`config.mk`:
```
export PLATFORM = sky130hd
export DESIGN_NAME = lif_neuron_core
export DESIGN_NICKNAME = d
export VERILOG_FILES = /design/src/rtl/lif_neuron_core.sv
export SDC_FILE = /design/constraint.sdc
export NUM_CORES = 1
export LEC_CHECK = 0
export CAP_MARGIN = 30
export CORE_UTILIZATION = 50
export CTS_CLUSTER_SIZE = 30
export DETAILED_ROUTE_END_ITERATION = 8
export PLACE_DENSITY = 0.8
export SETUP_SLACK_MARGIN = 0.5
export SLEW_MARGIN = 20
export SYNTH_ARGS = -nofsm -noshare
export SYNTH_HDL_FRONTEND = slang
export SYNTH_SLANG_ARGS = --single-unit
```
`constraint.sdc`:
```
create_clock -name clk -period 6.1 [get_ports clk]
set_input_delay 0.915 -clock clk [delete_from_list [all_inputs] [get_ports clk]]
set_output_delay 0.915 -clock clk [all_outputs]
set_load 0.05 [all_outputs]
```
`src/rtl/lif_neuron_core.sv`:
```
// lif_neuron_core
//   One leaky integrate-and-fire neuron. It has two weighted spike inputs,
//   a refractory period after each spike and an optional adaptive
//   threshold. It takes its parameters from the serial parameter loader.
//
//   Optional feature macro: LIF_ADAPTIVE_THR_EN
//     defined   : each spike raises the threshold by THR_STEP, up to
//                 threshold_max. After THR_DECAY_PERIOD spike-free cycles
//                 the threshold drops by 1, down to threshold_min. If a
//                 reload leaves the threshold below threshold_min, it is
//                 clamped back up to threshold_min.
//     undefined : the threshold tracks threshold_min. No decay counter
//                 is built.
//
//   Ports
//     clk, reset                  clock, synchronous active-high reset
//     enable                      advance when high, hold when low
//     spike_in_a/b, weight_a/b    input spikes and 3-bit unsigned weights
//     leak_config                 0:0  1:1  2:2  3:membrane>>3
//     threshold_min/max           adaptive threshold bounds
//     params_ready                parameters valid; low forces WAIT
//     spike_out                   registered one-cycle spike pulse
//     membrane, threshold         state registers
//     refractory                  high while in REFRACT
module lif_neuron_core #(
  parameter int unsigned REFRACT_CYCLES   = 4,
  parameter int unsigned THR_STEP         = 8,
  parameter int unsigned THR_DECAY_PERIOD = 16
) (
  input  logic       clk,
  input  logic       reset,
  input  logic       enable,
  input  logic       spike_in_a,
  input  logic       spike_in_b,
  input  logic [2:0] weight_a,
  input  logic [2:0] weight_b,
  input  logic [1:0] leak_config,
  input  logic [7:0] threshold_min,
  input  logic [7:0] threshold_max,
  input  logic       params_ready,
  output logic       spike_out,
  output logic [7:0] membrane,
  output logic [7:0] threshold,
  output logic       refractory
);

  localparam logic [1:0] ST_WAIT    = 2'd0;
  localparam logic [1:0] ST_RUN     = 2'd1;
  localparam logic [1:0] ST_REFRACT = 2'd2;

  logic [1:0] state_q, state_d;
  logic [7:0] membrane_q, membrane_d;
  logic [7:0] threshold_q, threshold_d;
  logic       spike_q, spike_d;
  logic       refractory_q, refractory_d;
  logic [3:0] rcnt_q, rcnt_d;

  // The decay counter is cleared when the neuron leaves WAIT or spikes,
  // and advances on every other enabled RUN/REFRACT cycle.
  logic decay_clr, decay_adv;

  // Integration datapath
  logic [3:0]        syn_in;
  logic [7:0]        leak;
  logic signed [9:0] sum;
  logic [7:0]        next_mem;
  logic              fire;

  assign syn_in = (spike_in_a ? {1'b0, weight_a} : 4'd0)
                + (spike_in_b ? {1'b0, weight_b} : 4'd0);

  always_comb begin
    case (leak_config)
      2'd0:    leak = 8'd0;
      2'd1:    leak = 8'd1;
      2'd2:    leak = 8'd2;
      default: leak = membrane_q >> 3;
    endcase
  end

  assign sum = $signed({2'b00, membrane_q}) + $signed({6'd0, syn_in})
             - $signed({2'b00, leak});

  // The sum lies in -2..269, so bit 9 flags a negative result and bit 8
  // flags a result above 255.
  assign next_mem = sum[9] ? 8'd0 : (sum[8] ? 8'd255 : sum[7:0]);
  assign fire     = (next_mem >= threshold_q);

  // Threshold candidates: thr_spike is used on a spike cycle, thr_idle on
  // any other enabled RUN/REFRACT cycle.
  logic [7:0] thr_spike, thr_idle;

`ifdef LIF_ADAPTIVE_THR_EN
  localparam int DCNT_W = $clog2(THR_DECAY_PERIOD + 1);

  logic [DCNT_W-1:0] decay_cnt_q, decay_cnt_d;
  logic [DCNT_W-1:0] decay_inc;
  logic              decay_hit;
  logic [8:0]        thr_sum;

  assign decay_inc = decay_cnt_q + 1'b1;
  assign decay_hit = (decay_inc == DCNT_W'(THR_DECAY_PERIOD));
  assign thr_sum   = {1'b0, threshold_q} + 9'(THR_STEP);
  assign thr_spike = (thr_sum > {1'b0, threshold_max}) ? threshold_max : thr_sum[7:0];

  // The clamp after a reload takes priority over decay.
  assign thr_idle = (threshold_q < threshold_min) ? threshold_min :
                    (decay_hit && threshold_q > threshold_min) ? threshold_q - 8'd1 :
                    threshold_q;

  always_comb begin
    decay_cnt_d = decay_cnt_q;
    if (decay_clr) begin
      decay_cnt_d = '0;
    end else if (decay_adv) begin
      decay_cnt_d = decay_hit ? '0 : decay_inc;
    end
  end

  always_ff @(posedge clk) begin
    if (reset) begin
      decay_cnt_q <= '0;
    end else begin
      decay_cnt_q <= decay_cnt_d;
    end
  end
`else
  assign thr_spike = threshold_min;
  assign thr_idle  = threshold_min;

  // These inputs, parameters and strobes have no effect without the
  // adaptive threshold.
  logic unused_adaptive;
  assign unused_adaptive = ^{threshold_max, 8'(THR_STEP), 8'(THR_DECAY_PERIOD),
                             decay_clr, decay_adv};
`endif

  always_comb begin
    state_d      = state_q;
    membrane_d   = membrane_q;
    threshold_d  = threshold_q;
    spike_d      = 1'b0;
    refractory_d = refractory_q;
    rcnt_d       = rcnt_q;
    decay_clr    = 1'b0;
    decay_adv    = 1'b0;

    if (!params_ready) begin
      // Parameters withdrawn: park in WAIT and keep the threshold.
      state_d      = ST_WAIT;
      membrane_d   = 8'd0;
      refractory_d = 1'b0;
      rcnt_d       = 4'd0;
    end else if (enable) begin
      case (state_q)
        ST_WAIT: begin
          state_d     = ST_RUN;
          threshold_d = threshold_min;
          membrane_d  = 8'd0;
          decay_clr   = 1'b1;
        end
        ST_RUN: begin
          if (fire) begin
            spike_d      = 1'b1;
            membrane_d   = 8'd0;
            threshold_d  = thr_spike;
            decay_clr    = 1'b1;
            rcnt_d       = 4'(REFRACT_CYCLES);
            refractory_d = 1'b1;
            state_d      = ST_REFRACT;
          end else begin
            membrane_d  = next_mem;
            threshold_d = thr_idle;
            decay_adv   = 1'b1;
          end
        end
        ST_REFRACT: begin
          membrane_d  = 8'd0;
          threshold_d = thr_idle;
          decay_adv   = 1'b1;
          // The counter is loaded with REFRACT_CYCLES, and the neuron
          // leaves REFRACT on the enabled cycle that sees 1. This keeps
          // refractory high for exactly REFRACT_CYCLES enabled cycles.
          if (rcnt_q <= 4'd1) begin
            state_d      = ST_RUN;
            refractory_d = 1'b0;
            rcnt_d       = 4'd0;
          end else begin
            rcnt_d = rcnt_q - 4'd1;
          end
        end
        default: state_d = ST_WAIT;
      endcase
    end
  end

  always_ff @(posedge clk) begin
    if (reset) begin
      state_q      <= ST_WAIT;
      membrane_q   <= 8'd0;
      threshold_q  <= 8'd0;
      spike_q      <= 1'b0;
      refractory_q <= 1'b0;
      rcnt_q       <= 4'd0;
    end else begin
      state_q      <= state_d;
      membrane_q   <= membrane_d;
      threshold_q  <= threshold_d;
      spike_q      <= spike_d;
      refractory_q <= refractory_d;
      rcnt_q       <= rcnt_d;
    end
  end

  assign spike_out  = spike_q;
  assign membrane   = membrane_q;
  assign threshold  = threshold_q;
  assign refractory = refractory_q;

endmodule

```
Yosys cells after proc, flatten, opt, wreduce, memory -nomap -nowiden
Index checks and enable logic that the tools add are counted.
{ "totals": {"reg_bits": 24, "input_bits": 30} }
{ "classes": {"n_lt_le_gt_ge": 2, "reduce_logical": 13, "addsub": 4, "eq_ne": 6, "n_mux": 17, "bitwise_logic": 3} }
{ "op_table": {"columns": ["operator", "n"], "rows": [
  ["8-bit two-way mux", 3],
  ["8-bit one-hot mux with 2 select lines", 1],
  ["5-bit one-hot mux with 3 select lines", 1],
  ["9-bit by 8-bit subtractor with 10-bit output", 1],
  ["8-bit by 4-bit adder with 9-bit output", 1],
  ["3-bit AND reduction", 3],
  ["8-bit greater-or-equal comparator", 1],
  ["4-bit two-way mux", 2],
  ["4-bit one-hot mux with 2 select lines", 1],
  ["3-bit two-way mux", 2],
  ["2-bit one-hot mux with 3 select lines", 1],
  ["3-bit by 3-bit adder with 4-bit output", 1],
  ["2-bit by 1-bit == test with 1-bit output (second input constant)", 2],
  ["2-bit == test (second input constant)", 2],
  ["4-bit by 1-bit <= comparator with 1-bit output (second input constant)", 1],
  ["2-bit zero test", 2],
  ["2-bit two-way mux", 2],
  ["2-bit inequality test (second input constant)", 2],
  ["4-bit AND reduction", 1],
  ["2-bit nonzero test", 2],
  ["2-bit OR reduction", 2],
  ["4-bit OR reduction", 1],
  ["4-bit by 1-bit subtractor with 4-bit output (second input constant)", 1],
  ["1-bit two-way mux", 3],
  ["other kinds (4)", 6]
]} }

Depth between registers and ports, before layout
Gate-level depths: netlist of run 1.
{ "logic_depth": {"depth_word": 9, "depth_mapped": 21, "depth_no_buf": 21} }

Worst setup path before layout of run 1
Ideal clock, no wire load.
{ "synth_path": {"path_type": "input -> register", "start": "input port leak_config[1]", "end": "register membrane_q[0], in the netlist membrane[0]", "stages": 19, "slack_ns": 0.922, "setup_time_ns": 0.086, "arrival_time_ns": 5.091, "path_cell_list": "a21boi_0 > fa_1 > fa_1 > inv_1 > ha_1 > inv_1 > fa_1 > nor2b_1 > o31a_1 > o22ai_2 > xnor2_2 > o21bai_1 > ha_1 > nand2b_1 > a2111oi_4 > o31ai_4 > nor3_2 > nand2b_4 > a221oi_2"} }
{ "synth_via": {"elab_chain_len": 8} }
{ "synth_lines": {"columns": ["item", "line_no", "source"], "rows": [
  ["start, declared", "37", "input logic [1:0] leak_config,"],
  ["2-bit == test, or another cell as far along", "73", "case (leak_config)"],
  ["5-bit one-hot mux with 3 select lines (*)", "73", null],
  ["9-bit by 8-bit subtractor with 10-bit output (*)", "82", "- $signed({2'b00, leak});"],
  ["8-bit two-way mux", "86", "assign next_mem = sum[9] ? 8'd0 : (sum[8] ? 8'd255 : sum[7:0]);"],
  ["8-bit two-way mux (*)", "86", null],
  ["8-bit greater-or-equal comparator", "87", "assign fire = (next_mem >= threshold_q);"],
  ["8-bit two-way mux (*)", "163", "if (fire) begin"],
  ["8-bit one-hot mux with 2 select lines (*)", "155", "case (state_q)"],
  ["end signal, assigned", "207", "membrane_q <= membrane_d;"],
  ["end, declared", "52", "logic [7:0] membrane_q, membrane_d;"]
]} }
Every way passes the cells marked *; elsewhere a longest branch is shown, timed or not.
A chain may end at the register's enable or synchronous reset.

Worst setup path in the final report of run 1
{ "layout_path": {"start": "input port weight_a[2]", "end": "register rcnt_q[3]"} }
{ "layout_via": {"elab_chain_len": 9} }
{ "layout_lines": {"columns": ["item", "line_no", "source"], "rows": [
  ["start, declared", "35", "input logic [2:0] weight_a,"],
  ["3-bit two-way mux (*)", "69", "assign syn_in = (spike_in_a ? {1'b0, weight_a} : 4'd0)"],
  ["3-bit by 3-bit adder with 4-bit output (*)", "70", "+ (spike_in_b ? {1'b0, weight_b} : 4'd0);"],
  ["8-bit by 4-bit adder with 9-bit output (*)", "81", "assign sum = $signed({2'b00, membrane_q}) + $signed({6'd0, syn_in})"],
  ["9-bit by 8-bit subtractor with 10-bit output (*)", "82", null],
  ["8-bit two-way mux", "86", null],
  ["8-bit two-way mux (*)", "86", null],
  ["8-bit greater-or-equal comparator (*)", "87", null],
  ["2-bit inequality test (no line) (*)", null, null],
  ["3-bit AND reduction (no line) (*)", null, null],
  ["end signal, assigned", "211", "rcnt_q <= rcnt_d;"],
  ["end, declared", "56", "logic [3:0] rcnt_q, rcnt_d;"]
]} }
Marked as above.

==> impl_metrics.env, run 1 <==
export IMPL_status="completed"
export IMPL_cp_start_kind="primary input"
export IMPL_routed_wl_um=4590
export IMPL_cts_tree="built"
export IMPL_whs_ps=479.5
export IMPL_place_hpwl_um=3316
export IMPL_slew_headroom=0.5571
export IMPL_post_place_ws_ps=2.352
export IMPL_post_dp_cell_area_mm2=0.002481
export IMPL_viasPerCell=5.501
export IMPL_ys_ff_latch=24
export IMPL_ioPinCount=48
export IMPL_nFillCells=308
export IMPL_floorplan_initialDensity=0.5365
export IMPL_synth_cell_types=49
export IMPL_std_cell_rows=22
export IMPL_track_usage=0.2196
export IMPL_period_share=0.8901
export IMPL_drc=0
export IMPL_critPathCaptureType="flop"
export IMPL_area_delta_synth_final_pct=31.54
export IMPL_synth_seq_area_share=0.2375
export IMPL_hold_class="flop to flop"
export IMPL_max_stage_delay_ps=500
export IMPL_min_period_ps=5430
export IMPL_rsz0062_at_grt="false"
export IMPL_postRouteAntennaNets=0
export IMPL_diodes=0
export IMPL_required_ps=6300
export IMPL_cp_common_cell="nor2_1"
export IMPL_dr_wl_met3_um=178
export IMPL_drt_iter0_drc=97
export IMPL_dieWidth_um=65.61
export IMPL_cts_hold_buf=0
export IMPL_final_layout_size_suffix_gt1_frac=0.1498
export IMPL_core_area_mm2=0.003771
export IMPL_yosys_warnings=0
export IMPL_met2_length_um=2227
export IMPL_dieArea_mm2=0.004305
export IMPL_synth_area_per_cell_um2=8.465
export IMPL_syn_cell_area_mm2=0.002023
export IMPL_synth_net_count=301
export IMPL_crit_family="compound AO/OA/AOI/OAI gates"
export IMPL_die_height_um=65.61
export IMPL_slew_viol_final=0
export IMPL_path_cells="clkdlybuf4s50_1 > and2_1 > fa_1 > inv_1 > fa_1 > inv_1 > ha_1 > a21o_1 > a221oi_4 > nor4_2 > a211o_2 > nor2_1 > nor2_1 > ha_1 > o21a_1 > nor2_1 > o31ai_4 > a21boi_2 > or4b_4 > a21oi_2"
export IMPL_crit_type="primary input to flop"
export IMPL_cp_max_fo=5
export IMPL_dr_pass1_iters=4
export IMPL_cts_max_path_buffers=2
export IMPL_grt_pass1_wl_um=7369
export IMPL_ys_flop_type="dfxtp_1"
export IMPL_num_vias=1843
export IMPL_ir_drop_uv=148.2
export IMPL_cellLeakagePower_nw=1.077
export IMPL_clk_pin_slew_ps=90
export IMPL_met1Wirelength_um=2060
export IMPL_finalHoldViolations=0
export IMPL_grt_pass1_vias=1723
export IMPL_fin_ws_ps=670.4
export IMPL_critPathSlowestCell="fa_1"
export IMPL_fin_setup_tns_ps=0
export IMPL_maxUsedRoutingLayer="met4"
export IMPL_max_slew_worst_pin_slew_ps=664.3
export IMPL_io_buffers=39
export IMPL_wl_per_cell_um=13.70
export IMPL_cts_buffers=3
export IMPL_fin_skew_ps=2.092
export IMPL_antenna_found_initial=0
export IMPL_syn_inst=239
export IMPL_clock_latency_ps=270
export IMPL_fin_area_mm2=0.002661
export IMPL_crit_buf_inv=3
export IMPL_synth_edf_count=0
export IMPL_finalNetCount=350
export IMPL_grt_max_degree=15
export IMPL_max_cap_violations=0
export IMPL_gr_total_overflow=0
export IMPL_maxClockFrequency_ghz=0.1842
export IMPL_ys_async_sr_fraction=0
export IMPL_critical_path_arrival_ps=5630
export IMPL_htree_levels=1
export IMPL_gp_congestion=0.8138
export IMPL_setup_viol_count_final=0
export IMPL_power_density_mw_per_mm2=211.9
export IMPL_clkSinkCount=24
export IMPL_cts_root_buffer="clkbuf_8"
## per-stage QoR
stage          cells  power [W]    util
6_report         335  0.0005638  0.7057
5_1_grt          335  0.0005947  0.7057
4_1_cts          332  0.0005504  0.6878
3_5_place_dp     325  0.0003927  0.6579
3_3_place_gp     325  0.0003881  0.6579
2_1_floorplan    239  0.0003355       -
## cells in the final DEF (no fill, tap or decap), drive strengths merged, types with 8 or more instances in the layout
master / netlist / routed
nand2: 25 / 25
o21ai: 8 / 8
ha: 26 / 26
clkdlybuf4s50: 0 / 36
inv: 25 / 25
buf: 2 / 9
a21oi: 17 / 17
mux2i: 8 / 8
dfxtp: 24 / 24
nor2: 30 / 30
## registers in the layout, indices dropped and copies added (netlist names)
name / cells
state_q: 2
membrane: 8
threshold: 8
rcnt_q: 4
refractory: 1
spike_out: 1
## cells in the mapped netlist (2+ instances only)
library cell / instances / area [um^2]
a211oi_2: 2 / 25.02
a21boi_0: 2 / 15.01
a21o_1: 2 / 15.01
a21oi_1: 17 / 85.08
a221oi_2: 4 / 60.06
and2_1: 3 / 18.77
clkbuf_1: 3 / 11.26
dfxtp_1: 24 / 480.5
fa_1: 6 / 120.1
ha_1: 26 / 325.3
inv_1: 24 / 90.09
mux2i_1: 8 / 80.08
nand2_1: 25 / 93.84
nand2b_1: 4 / 25.02
nand3_1: 6 / 30.03
nor2_1: 30 / 112.6
nor2b_1: 3 / 18.77
nor3_1: 4 / 20.02
nor3_2: 2 / 20.02
nor3b_2: 2 / 25.02
o21a_1: 3 / 22.52
o21ai_0: 7 / 35.03
o31ai_1: 2 / 15.01
or3_1: 3 / 18.77
xnor2_1: 2 / 17.52
xor2_1: 2 / 17.52
## report_power, final
part / switching (W) / total (W) / internal [W]
Clock: 0.0000548 / 0.000143 / 0.0000879
Sequential: 0.00000342 / 0.000164 / 0.000161
Combinational: 0.000137 / 0.000257 / 0.000120
Total: 0.000196 / 0.000564 / 0.000368
## what timing repair did
item | CTS | global route
gates cloned | 1 | 0
buffers inserted | 2 | 3
pin swaps | 6 | 11
gates resized for setup | 8 | 12
endpoints found under the setup margin | 12 | 12
## metal layers
| metal | vias up | GRT usage |
|---|---|---|
| met5 | - | 0 |
| met4 | 0 | 0.08424 |
| met3 | 15 | 0.02778 |
| met2 | 58 | 0.3879 |
| met1 | 844 | 0.2682 |
| li1 | 926 | - |
## kinds of logic after synthesis
| logic type | after synthesis | share of synthesized area |
|---|---|---|
| AND/OR/NAND/NOR | 90 | 0.2214 |
| AO/OA/AOI/OAI | 50 | 0.1985 |
| adder cells (fa/ha/maj) | 32 | 0.2202 |
| buffers and inverters | 30 | 0.05751 |
| flip-flops | 24 | 0.2375 |
| multiplexers | 8 | 0.03958 |
| XOR/XNOR | 5 | 0.02536 |
## final cells by class
| cell class | instances | area (um^2) | share of cell area |
|---|---|---|---|
| clock buffer | 3 | 41.29 | 0.01551 |
| clock inverter | 1 | 30.03 | 0.01128 |
| inverter | 25 | 93.84 | 0.03526 |
| multi-input combinational | 186 | 1498 | 0.5628 |
| sequential | 24 | 480.5 | 0.1805 |
| tap | 48 | 60.06 | 0.02257 |
| timing repair buffer | 48 | 457.9 | 0.1721 |
## worst register-to-register path: cells and delay by family (launching register included)
family                   cells  cell delay (ps)
buffers and inverters        2              100
adder cells (fa/ha/maj)      4             1590
AND/OR/NAND/NOR              6             1000
flip-flops                   1              430
AO/OA/AOI/OAI                7             1680
## worst paths after layout
check	cells after the start	slack, ps	end	from
worst max register to register	19	1250	rcnt_q[3]	membrane[5]
worst max-delay path	20	670	rcnt_q[3]	weight_a[2]
worst min-delay path	2	480	rcnt_q[1]	rcnt_q[1]
worst min register to register	2	480	rcnt_q[1]	rcnt_q[1]
Power figures use the tool's default switching activity.
==> run 2: changes to the inputs <==
Settings changed: SLEW_MARGIN 20 to default.
==> results of run 2 <==
Same layout as run 1: the final DEF is identical, and so are final timing and power.
